### config.mk
export PLATFORM = sky130hd
export DESIGN_NAME = writeback_arbiter
export DESIGN_NICKNAME = d
export VERILOG_FILES = /design/src/rtl/writeback_arbiter_pkg.sv /design/src/rtl/wb_oldest_select.sv /design/src/rtl/writeback_arbiter.sv
export SDC_FILE = /design/constraint.sdc
export NUM_CORES = 1
export LEC_CHECK = 0
export ABC_CLOCK_PERIOD_IN_PS = 10300
export BUFFER_PORTS_ARGS = -buffer_cell sky130_fd_sc_hd__buf_2
export CORE_UTILIZATION = 55
export CTS_BUF_LIST = sky130_fd_sc_hd__clkbuf_8
export DETAILED_ROUTE_END_ITERATION = 8
export HOLD_SLACK_MARGIN = 0.03
export PLACE_DENSITY = 0.82
export SLEW_MARGIN = 40
export SYNTH_ARGS = -nofsm -noshare
export SYNTH_HDL_FRONTEND = slang
export SYNTH_SLANG_ARGS = --single-unit
### constraint.sdc
create_clock -name clk -period 10.3 [get_ports clk]
set_clock_uncertainty 0.15 [all_clocks]
set_input_delay 1.03 -clock clk [delete_from_list [all_inputs] [get_ports clk]]
set_output_delay 1.03 -clock clk [all_outputs]
set_load 0.05 [all_outputs]
### src/rtl/writeback_arbiter_pkg.sv
// Shared definitions for the writeback arbiter: default widths and the
// completion record held in each pipe's slot.
package writeback_arbiter_pkg;

  localparam int NUM_PIPES      = 2;
  localparam int SEQ_NUM_BITS   = 5;
  localparam int NUM_PHYS_REGS  = 36;
  localparam int PHYS_ADDR_BITS = $clog2(NUM_PHYS_REGS);
  localparam int ARCH_ADDR_BITS = 5;
  localparam int DATA_BITS      = 32;

  typedef logic [SEQ_NUM_BITS-1:0] seq_num_t;

  typedef struct packed {
    seq_num_t                  seq_num;
    logic [PHYS_ADDR_BITS-1:0] preg;
    logic [ARCH_ADDR_BITS-1:0] waddr;
    logic [DATA_BITS-1:0]      wdata;
    logic                      wen;
  } wb_req_t;

endpackage

### src/rtl/wb_oldest_select.sv
// Combinational min-age reduction over N {val, age} pairs. Produces a one-hot
// grant; equal ages resolve to the lowest index.
module wb_oldest_select #(
  parameter int p_num      = 2,
  parameter int p_age_bits = 5
) (
  input  logic [p_num-1:0]      val,
  input  logic [p_age_bits-1:0] age [p_num],
  output logic [p_num-1:0]      grant,
  output logic                  grant_any
);

  logic [p_age_bits-1:0] best_age;

  always_comb begin
    // NOTE: every output of a combinational block gets a default first so no
    // path through the block leaves it unassigned and infers a latch.
    grant     = '0;
    grant_any = 1'b0;
    best_age  = '1;
    for (int i = 0; i < p_num; i++) begin
      // Strict compare keeps the earlier (lower-index) winner on equal ages.
      if (val[i] && (!grant_any || (age[i] < best_age))) begin
        grant     = '0;
        grant[i]  = 1'b1;
        grant_any = 1'b1;
        best_age  = age[i];
      end
    end
  end

endmodule

### src/rtl/writeback_arbiter.sv
// Arbitrates the single regfile write port / completion broadcast between the
// execute pipes: one holding slot per pipe, oldest-first grant, registered bus.
module writeback_arbiter
  import writeback_arbiter_pkg::*;
#(
  parameter int p_num_pipes     = NUM_PIPES,
  parameter int p_seq_num_bits  = SEQ_NUM_BITS,
  parameter int p_num_phys_regs = NUM_PHYS_REGS
) (
  input  logic                               clk,
  input  logic                               rst,
  input  logic [p_num_pipes-1:0]             req_val,
  output logic [p_num_pipes-1:0]             req_rdy,
  input  logic [p_seq_num_bits-1:0]          req_seq_num [p_num_pipes],
  input  logic [$clog2(p_num_phys_regs)-1:0] req_preg    [p_num_pipes],
  input  logic [4:0]                         req_waddr   [p_num_pipes],
  input  logic [31:0]                        req_wdata   [p_num_pipes],
  input  logic [p_num_pipes-1:0]             req_wen,
  input  logic [p_seq_num_bits-1:0]          oldest_seq_num,
  input  logic                               squash_val,
  input  logic [p_seq_num_bits-1:0]          squash_seq_num,
  output logic                               cmp_val,
  output logic [p_seq_num_bits-1:0]          cmp_seq_num,
  output logic [$clog2(p_num_phys_regs)-1:0] cmp_preg,
  output logic [4:0]                         cmp_waddr,
  output logic [31:0]                        cmp_wdata,
  output logic                               cmp_wen
);

  wb_req_t                   slot_q     [p_num_pipes];
  logic [p_num_pipes-1:0]    slot_val_q;

  logic [p_seq_num_bits-1:0] slot_age   [p_num_pipes];
  logic [p_seq_num_bits-1:0] req_age    [p_num_pipes];
  logic [p_seq_num_bits-1:0] squash_age;
  logic [p_num_pipes-1:0]    slot_squashed;
  logic [p_num_pipes-1:0]    req_squashed;
  logic [p_num_pipes-1:0]    sel_val;
  logic [p_num_pipes-1:0]    grant;
  logic                      grant_any;
  logic [p_num_pipes-1:0]    accept;
  wb_req_t                   grant_req;

  // Ages are distances from the oldest in-flight inst, so modulo subtraction
  // handles the sequence-number wrap without special cases.
  assign squash_age = squash_seq_num - oldest_seq_num;

  always_comb begin
    for (int i = 0; i < p_num_pipes; i++) begin
      slot_age[i]      = slot_q[i].seq_num - oldest_seq_num;
      req_age[i]       = req_seq_num[i] - oldest_seq_num;
      slot_squashed[i] = squash_val && slot_val_q[i] && (slot_age[i] > squash_age);
      req_squashed[i]  = squash_val && (req_age[i] > squash_age);
    end
  end

  assign sel_val = slot_val_q & ~slot_squashed;
  assign req_rdy = ~slot_val_q | grant | slot_squashed;
  assign accept  = req_val & req_rdy;

  wb_oldest_select #(
    .p_num      (p_num_pipes),
    .p_age_bits (p_seq_num_bits)
  ) u_oldest_select (
    .val       (sel_val),
    .age       (slot_age),
    .grant     (grant),
    .grant_any (grant_any)
  );

  always_comb begin
    grant_req = '0;
    for (int i = 0; i < p_num_pipes; i++) begin
      if (grant[i]) grant_req = slot_q[i];
    end
  end

  // NOTE: sequential state uses non-blocking assignments so every flop samples
  // the pre-edge values regardless of statement order.
  always_ff @(posedge clk) begin
    if (rst) begin
      slot_val_q <= '0;
    end else begin
      for (int i = 0; i < p_num_pipes; i++) begin
        if (accept[i])                          slot_val_q[i] <= ~req_squashed[i];
        else if (grant[i] || slot_squashed[i])  slot_val_q[i] <= 1'b0;
      end
    end
  end

  // NOTE: slot payload has no reset; it is qualified by slot_val_q, and
  // leaving it unreset keeps the wide data flops plain enables.
  always_ff @(posedge clk) begin
    for (int i = 0; i < p_num_pipes; i++) begin
      if (accept[i]) begin
        slot_q[i] <= '{seq_num: req_seq_num[i], preg: req_preg[i],
                       waddr: req_waddr[i], wdata: req_wdata[i], wen: req_wen[i]};
      end
    end
  end

  always_ff @(posedge clk) begin
    if (rst) cmp_val <= 1'b0;
    else     cmp_val <= grant_any;
  end

  always_ff @(posedge clk) begin
    if (grant_any) begin
      cmp_seq_num <= grant_req.seq_num;
      cmp_preg    <= grant_req.preg;
      cmp_waddr   <= grant_req.waddr;
      cmp_wdata   <= grant_req.wdata;
      cmp_wen     <= grant_req.wen;
    end
  end

endmodule

==> results of run 1 <==
[cell families (layout without fill, tap and decap cells)]
family          Yosys count  count (layout)  share of synthesized area (%)
flops                   150             150                           66.8
mux                       1               1                          0.168
fa+ha+maj                46              46                           9.11
simple gates             47              47                           4.01
buf+inv                  40             221                           3.16
compound gates          116             116                           14.5
xor+xnor                 17              17                           2.22
[worst paths after layout]
check / start / end / depth (start not counted)
worst min register to register: slot_q[0][30]$_DFFE_PP_ / cmp_wdata[29]$_DFFE_PP_ / 1
worst max-delay path: oldest_seq_num[1] / req_rdy[1] / 22
worst max register to register: slot_q[0][44]$_DFFE_PP_ / slot_q[0][58]$_DFFE_PP_ / 23
worst min-delay path: slot_q[0][30]$_DFFE_PP_ / cmp_wdata[29]$_DFFE_PP_ / 1
[critical path: cells and delay by family]
kind	cells	cell delay, ns
xor gates and xnor gates	1	0.19
AOI/OAI and AO/OA	9	2.52
adders and majority gates	3	1.20
buffers and inverters	3	0.55
muxes	1	0.31
and+or+nand+nor	5	0.68
[power by group]
group	switching [mW]	internal [mW]
sequential	0.0301	0.800
combinational	0.469	0.165
clock	0.241	0.200
[layout by cell type, fill, tap and decap left out, types with 6 or more instances in the layout]
| master | netlist | routed |
|---|---|---|
| o21a_1 | 8 | 7 |
| clkbuf_8 | 0 | 17 |
| edfxtp_1 | 147 | 147 |
| buf_2 | 7 | 164 |
| a21o_1 | 13 | 13 |
| xnor2_1 | 11 | 11 |
| nor2_1 | 9 | 9 |
| a21oi_1 | 10 | 10 |
| inv_1 | 20 | 20 |
| ha_1 | 40 | 40 |
| a32o_1 | 49 | 49 |
| o21ai_0 | 10 | 10 |
| xor2_1 | 6 | 6 |
[metal layers]
| layer | track usage, % | routed length [um] |
|---|---|---|
| met3 | 6.37 | 1060 |
| met5 | 0 | 0 |
| met1 | 32.4 | 6370 |
| met4 | 11.6 | 499 |
| met2 | 37.9 | 6890 |
[sequential cells by signal, indices dropped and copies added (netlist names)]
signal,flops
cmp_preg,6
cmp_waddr,5
cmp_val,1
cmp_seq_num,5
cmp_wen,1
slot_val_q,2
cmp_wdata,32
slot_q,98
[synthesized netlist by cell type, types with 3 or more instances]
| cell type | instances | area (um^2) |
|---|---|---|
| a21o_1 | 13 | 97.6 |
| a21oi_1 | 10 | 50.1 |
| a31oi_1 | 6 | 37.5 |
| a32o_1 | 49 | 490 |
| buf_2 | 7 | 35.0 |
| buf_6 | 7 | 78.8 |
| clkbuf_1 | 6 | 22.5 |
| dfxtp_1 | 3 | 60.1 |
| edfxtp_1 | 147 | 4410 |
| fa_1 | 5 | 100 |
| ha_1 | 40 | 500 |
| inv_1 | 20 | 75.1 |
| nand2_1 | 4 | 15.0 |
| nand2b_1 | 3 | 18.8 |
| nand3_1 | 5 | 25.0 |
| nand4_1 | 4 | 25.0 |
| nor2_1 | 9 | 33.8 |
| nor2b_1 | 5 | 31.3 |
| nor3_1 | 4 | 20.0 |
| o21a_1 | 8 | 60.1 |
| o21ai_0 | 10 | 50.1 |
| o31ai_1 | 3 | 22.5 |
| xnor2_1 | 11 | 96.3 |
| xor2_1 | 6 | 52.6 |
[layout make-up]
type	count	area, um^2	share of cell area, %
clock buffers	17	234	2.91
clock inverters	15	164	2.04
inverters	20	75.1	0.935
multi-input cells	227	2040	25.5
flip-flops and latches	150	4470	55.7
well taps	143	179	2.23
repair buffers	169	858	10.7
[stage by stage]
stage	util [%]	instance area [um^2]
2_1_floorplan	-	6700
3_3_place_gp	65.4	7620
3_5_place_dp	65.4	7630
4_1_cts	68.8	8030
5_1_grt	68.8	8030
6_report	68.8	8030
==> impl_metrics.env, run 1 <==
export IMPL_outcome="complete, no violations"
export IMPL_drv_slew=0
export IMPL_ys_flop_type="edfxtp_1"
export IMPL_cts_resized=0
export IMPL_synthCells=417
export IMPL_avgViaCountPerCell=6.02
export IMPL_hp_class="register to register"
export IMPL_cts_root_buf="clkbuf_8"
export IMPL_layout_drive_gt1_share_pct=35.6
export IMPL_drc_errors=0
export IMPL_finalWirelength_mm=14.8
export IMPL_cap_violations=0
export IMPL_worst_ep_arrival_time_ns=6.49
export IMPL_r2r_slack_ns=3.54
export IMPL_power_density_mw_per_mm2=237
export IMPL_portBuffers=164
export IMPL_dr_pass1_iters=5
export IMPL_worst_setup_path_end_kind="primary output"
export IMPL_grt_max_degree=55
export IMPL_cts_tree="built"
export IMPL_clk_pin_slew_worst_paths_ns=0.09
export IMPL_syn_nets=575
export IMPL_layout_setup_ws_ns=2.63
export IMPL_cts_buffers=17
export IMPL_grt_pass1_wl_mm=22.8
export IMPL_setup_violations=0
export IMPL_die_y_um=112
export IMPL_crit_path_start_kind="input port"
export IMPL_grt_setup_unrepaired="no"
export IMPL_nNetsFinal=743
export IMPL_nFillCells=754
export IMPL_criticalPathCategory="input port to primary output"
export IMPL_boundaryPins=165
export IMPL_worstMarginPinSlew_ns=0.702
export IMPL_core_mm2=0.0117
export IMPL_grt_pass1_vias=4494
export IMPL_cp_required_ns=9.12
export IMPL_finalCriticalPeriod_ns=7.67
export IMPL_synthArstFlopShare_pct=0
export IMPL_htreeDepth=4
export IMPL_path_common_cell="a21o_1"
export IMPL_max_freq_mhz=130
export IMPL_drt_initial_drc_count=479
export IMPL_hold_viol=0
export IMPL_power_mw=1.91
export IMPL_worst_hold_slack_ns=0.399
export IMPL_path_max_fanout=52
export IMPL_grt_ovfl_total=0
export IMPL_finalSetupTns_ns=0
export IMPL_fin_crit_sh_pct=74.5
export IMPL_worst_path_max_delay_cell="o21ai_0"
export IMPL_area_growth_pct=19.8
export IMPL_post_cts_buffers=0
export IMPL_ys_types=51
export IMPL_ys_seq_area_share_pct=66.8
export IMPL_peakVddDrop_mv=0.166
export IMPL_synth_edf_count=147
export IMPL_chipWidth_um=112
export IMPL_antenna_found_initial=0
export IMPL_insertion_delay_ns=0.45
export IMPL_die_area_mm2=0.0126
export IMPL_ant_nets=0
export IMPL_wire_per_inst_um=20.0
export IMPL_vias=4461
export IMPL_max_slew_margin_pct=52.7
export IMPL_gp_congestion=0.937
export IMPL_ys_ff_latch=150
export IMPL_p_leak_nw=3.18
export IMPL_num_rows=39
export IMPL_cp_cell_sequence="buf_2 > inv_1 > fa_1 > a21o_1 > a21oi_1 > xnor2_1 > ha_1 > nand3_1 > nor2_1 > o311ai_0 > mux2_2 > and4_1 > o21ai_0 > nor2_1 > ha_1 > a21o_1 > a21o_1 > a21o_1 > a21oi_1 > a211o_4 > nand2b_1 > buf_2"
export IMPL_hold_buffers=0
export IMPL_place_ws_ns=2.64
export IMPL_dp_cells=709
export IMPL_slowest_delay_ns=0.56
export IMPL_dp_hpwl_mm=10.2
export IMPL_antenna_cells=0
export IMPL_syn_cell_area_mm2=0.00670
export IMPL_initial_core_util_pct=57.5
export IMPL_cts_sinks=150
export IMPL_syn_avg_cell_area_um2=16.1
export IMPL_cts_path_max_buffers=2
export IMPL_yosys_warnings=0
export IMPL_grt_usage_pct=24.4
export IMPL_finalNonFillerCells=741
Power figures use the tool's default switching activity.
==> inputs of run 2 (changes only) <==
- ABC_CLOCK_PERIOD_IN_PS: 10300 -> 6900
- CORE_UTILIZATION: 55 -> 50
- PLACE_DENSITY: 0.82 -> 0.79
- clock period: 10.3 -> 6.9 ns (I/O delays scaled with it)
==> run 2 against run 1 <==
Against the previous run:
- total power increased by 47%
- die area is 9.8% higher
- critical path depth stayed put
- largest power group unchanged
- hold slack lost 0.12 ns
- highest routed layer unchanged
- via count up 0.11%
- count of clock-buffer cells in the layout unchanged
- critical endpoint is now req_rdy[0]
==> impl_metrics.env, run 2 (synthesized netlist as in run 1, its figures left out) <==
export IMPL_initial_core_util_pct=52.2
export IMPL_path_max_fanout=10
export IMPL_seqCellArea_mm2=0.00447
export IMPL_power_mw=2.80
export IMPL_gp_congestion=0.903
export IMPL_cp_required_ns=6.06
export IMPL_chipWidth_um=118
export IMPL_cap_violations=0
export IMPL_avgViaCountPerCell=5.75
export IMPL_post_cts_buffers=0
export IMPL_finalSetupTns_ns=0
export IMPL_place_ws_ns=0.566
export IMPL_crit_path_start_kind="input port"
export IMPL_cts_root_buf="clkbuf_8"
export IMPL_r2r_start="slot_q[0][44]$_DFFE_PP_"
export IMPL_fin_area_mm2=0.00809
export IMPL_setup_violations=0
export IMPL_num_rows=41
export IMPL_core_mm2=0.0128
export IMPL_grt_setup_unrepaired="no"
export IMPL_setup_worst_path_start="oldest_seq_num[1]"
export IMPL_fin_crit_sh_pct=91.4
export IMPL_layout_setup_ws_ns=0.591
export IMPL_power_density_mw_per_mm2=347
export IMPL_worst_setup_path_end_kind="primary output"
export IMPL_crit_buf_inv=4
export IMPL_worst_ep_arrival_time_ns=5.47
export IMPL_boundaryPins=165
export IMPL_cts_buffers=17
export IMPL_hp_class="input port to register"
export IMPL_clk_pin_slew_worst_paths_ns=0.08
export IMPL_worstMarginPinSlew_ns=0.796
export IMPL_critPathTopFamily="compound AO/OA/AOI/OAI gates"
export IMPL_htreeDepth=4
export IMPL_peakVddDrop_mv=0.243
export IMPL_regMostFlops="slot_q"
export IMPL_nFillCells=983
export IMPL_die_area_mm2=0.0139
export IMPL_area_growth_pct=20.7
export IMPL_cts_tree="built"
export IMPL_drv_slew=0
export IMPL_multiInputGateArea_mm2=0.00204
export IMPL_grt_max_degree=40
export IMPL_finalCriticalPeriod_ns=6.31
export IMPL_die_y_um=118
export IMPL_largest_reg_flops=98
export IMPL_insertion_delay_ns=0.44
export IMPL_layout_drive_gt1_share_pct=36.0
export IMPL_hold_viol=0
export IMPL_final_common_cell="buf_2"
export IMPL_reg_top3="slot_q (98), cmp_wdata (32), cmp_preg (6)"
export IMPL_finalWirelength_mm=15.4
export IMPL_holdCritStartpoint="req_waddr[0]"
export IMPL_wire_per_inst_um=19.8
export IMPL_hold_buffers=0
export IMPL_slowest_delay_ns=0.52
export IMPL_antenna_found_initial=0
export IMPL_worst_path_max_delay_cell="fa_1"
export IMPL_p_leak_nw=3.19
export IMPL_antenna_cells=0
export IMPL_placed_cell_area_mm2=0.00772
export IMPL_portBuffers=164
export IMPL_dp_hpwl_mm=11.0
export IMPL_grt_pass1_vias=4627
export IMPL_outcome="complete, no violations"
export IMPL_drc_errors=0
export IMPL_max_slew_margin_pct=46.7
export IMPL_ant_nets=0
export IMPL_cts_sinks=150
export IMPL_path_common_cell="a21o_1"
export IMPL_max_freq_mhz=159
export IMPL_cts_path_max_buffers=2
export IMPL_layout_common_cells="buf_2, edfxtp_1, a32o_1"
export IMPL_worst_hold_slack_ns=0.275
export IMPL_grt_ovfl_total=0
export IMPL_criticalPathCategory="input port to primary output"
export IMPL_grt_pass1_wl_mm=24.1
export IMPL_vias=4466
export IMPL_cp_cell_sequence="buf_2 > inv_1 > fa_1 > a21o_1 > a21oi_1 > xnor2_1 > ha_1 > nand3_1 > nor2_1 > o311ai_0 > mux2_2 > and4_1 > o21ai_0 > buf_4 > nor2_1 > ha_1 > a21o_1 > a21o_1 > a21oi_1 > and2_1 > nand3_1 > buf_2"
export IMPL_cts_resized=0
export IMPL_grt_usage_pct=23.1
export IMPL_dr_pass1_iters=7
export IMPL_nNetsFinal=750
export IMPL_drt_initial_drc_count=408
run 2: report_power, final:
part	leakage (nW)	internal, mW	switching (mW)
logic	1.59	0.254	0.707
registers	1.44	1.19	0.0462
clock network	0.171	0.257	0.346
total	3.19	1.71	1.10
run 2: worst paths after layout:
path | depth (start not counted) | slack (ns) | end
worst max register to register | 23 | 1.17 | slot_q[0][49]$_DFFE_PP_
worst min-delay path | 1 | 0.27 | slot_q[0][82]$_DFFE_PP_
worst max-delay path | 22 | 0.59 | req_rdy[0]
worst min register to register | 1 | 0.39 | cmp_waddr[3]$_DFFE_PP_
run 2: per-stage QoR:
stage	cells	utilization [%]
2_1_floorplan	417	-
3_5_place_dp	744	60.2
5_1_grt	777	63.1
4_1_cts	776	62.9
3_3_place_gp	744	60.2
6_report	777	63.1
run 2: cell type report:
cell class,instances,share of cell area (%)
Multi-Input combinational cell,227,25.2
Tap cell,172,2.66
Inverter,20,0.928
Clock buffer,17,2.89
Timing Repair Buffer,176,11.5
Sequential cell,150,55.3
Clock inverter,15,1.52
run 2: worst register-to-register path: stages, from the launching register on:
cell      delay, ns
edfxtp_1       0.40
inv_1          0.10
ha_1           0.17
inv_1          0.06
fa_1           0.40
a21o_1         0.17
a21oi_1        0.17
xnor2_1        0.12
ha_1           0.35
nand3_1        0.08
nor2_1         0.19
o311ai_0       0.16
mux2_2         0.31
and4_1         0.17
o21ai_0        0.25
buf_4          0.20
nor2_1         0.06
ha_1           0.27
a21o_1         0.16
a21o_1         0.17
a21oi_1        0.40
a211o_2        0.22
o21a_2         0.36
buf_12         0.29
run 2: per-layer routing:
metal | vias up | routed length [um] | share of wire [%] | GRT usage [%]
met4 | 0 | 295 | 1.9 | 9.13
li1 | 2049 | - | - | -
met3 | 22 | 1060 | 6.9 | 5.14
met2 | 214 | 7780 | 51 | 38.8
met5 | - | 0 | 0 | 0
met1 | 2181 | 6260 | 41 | 29.0
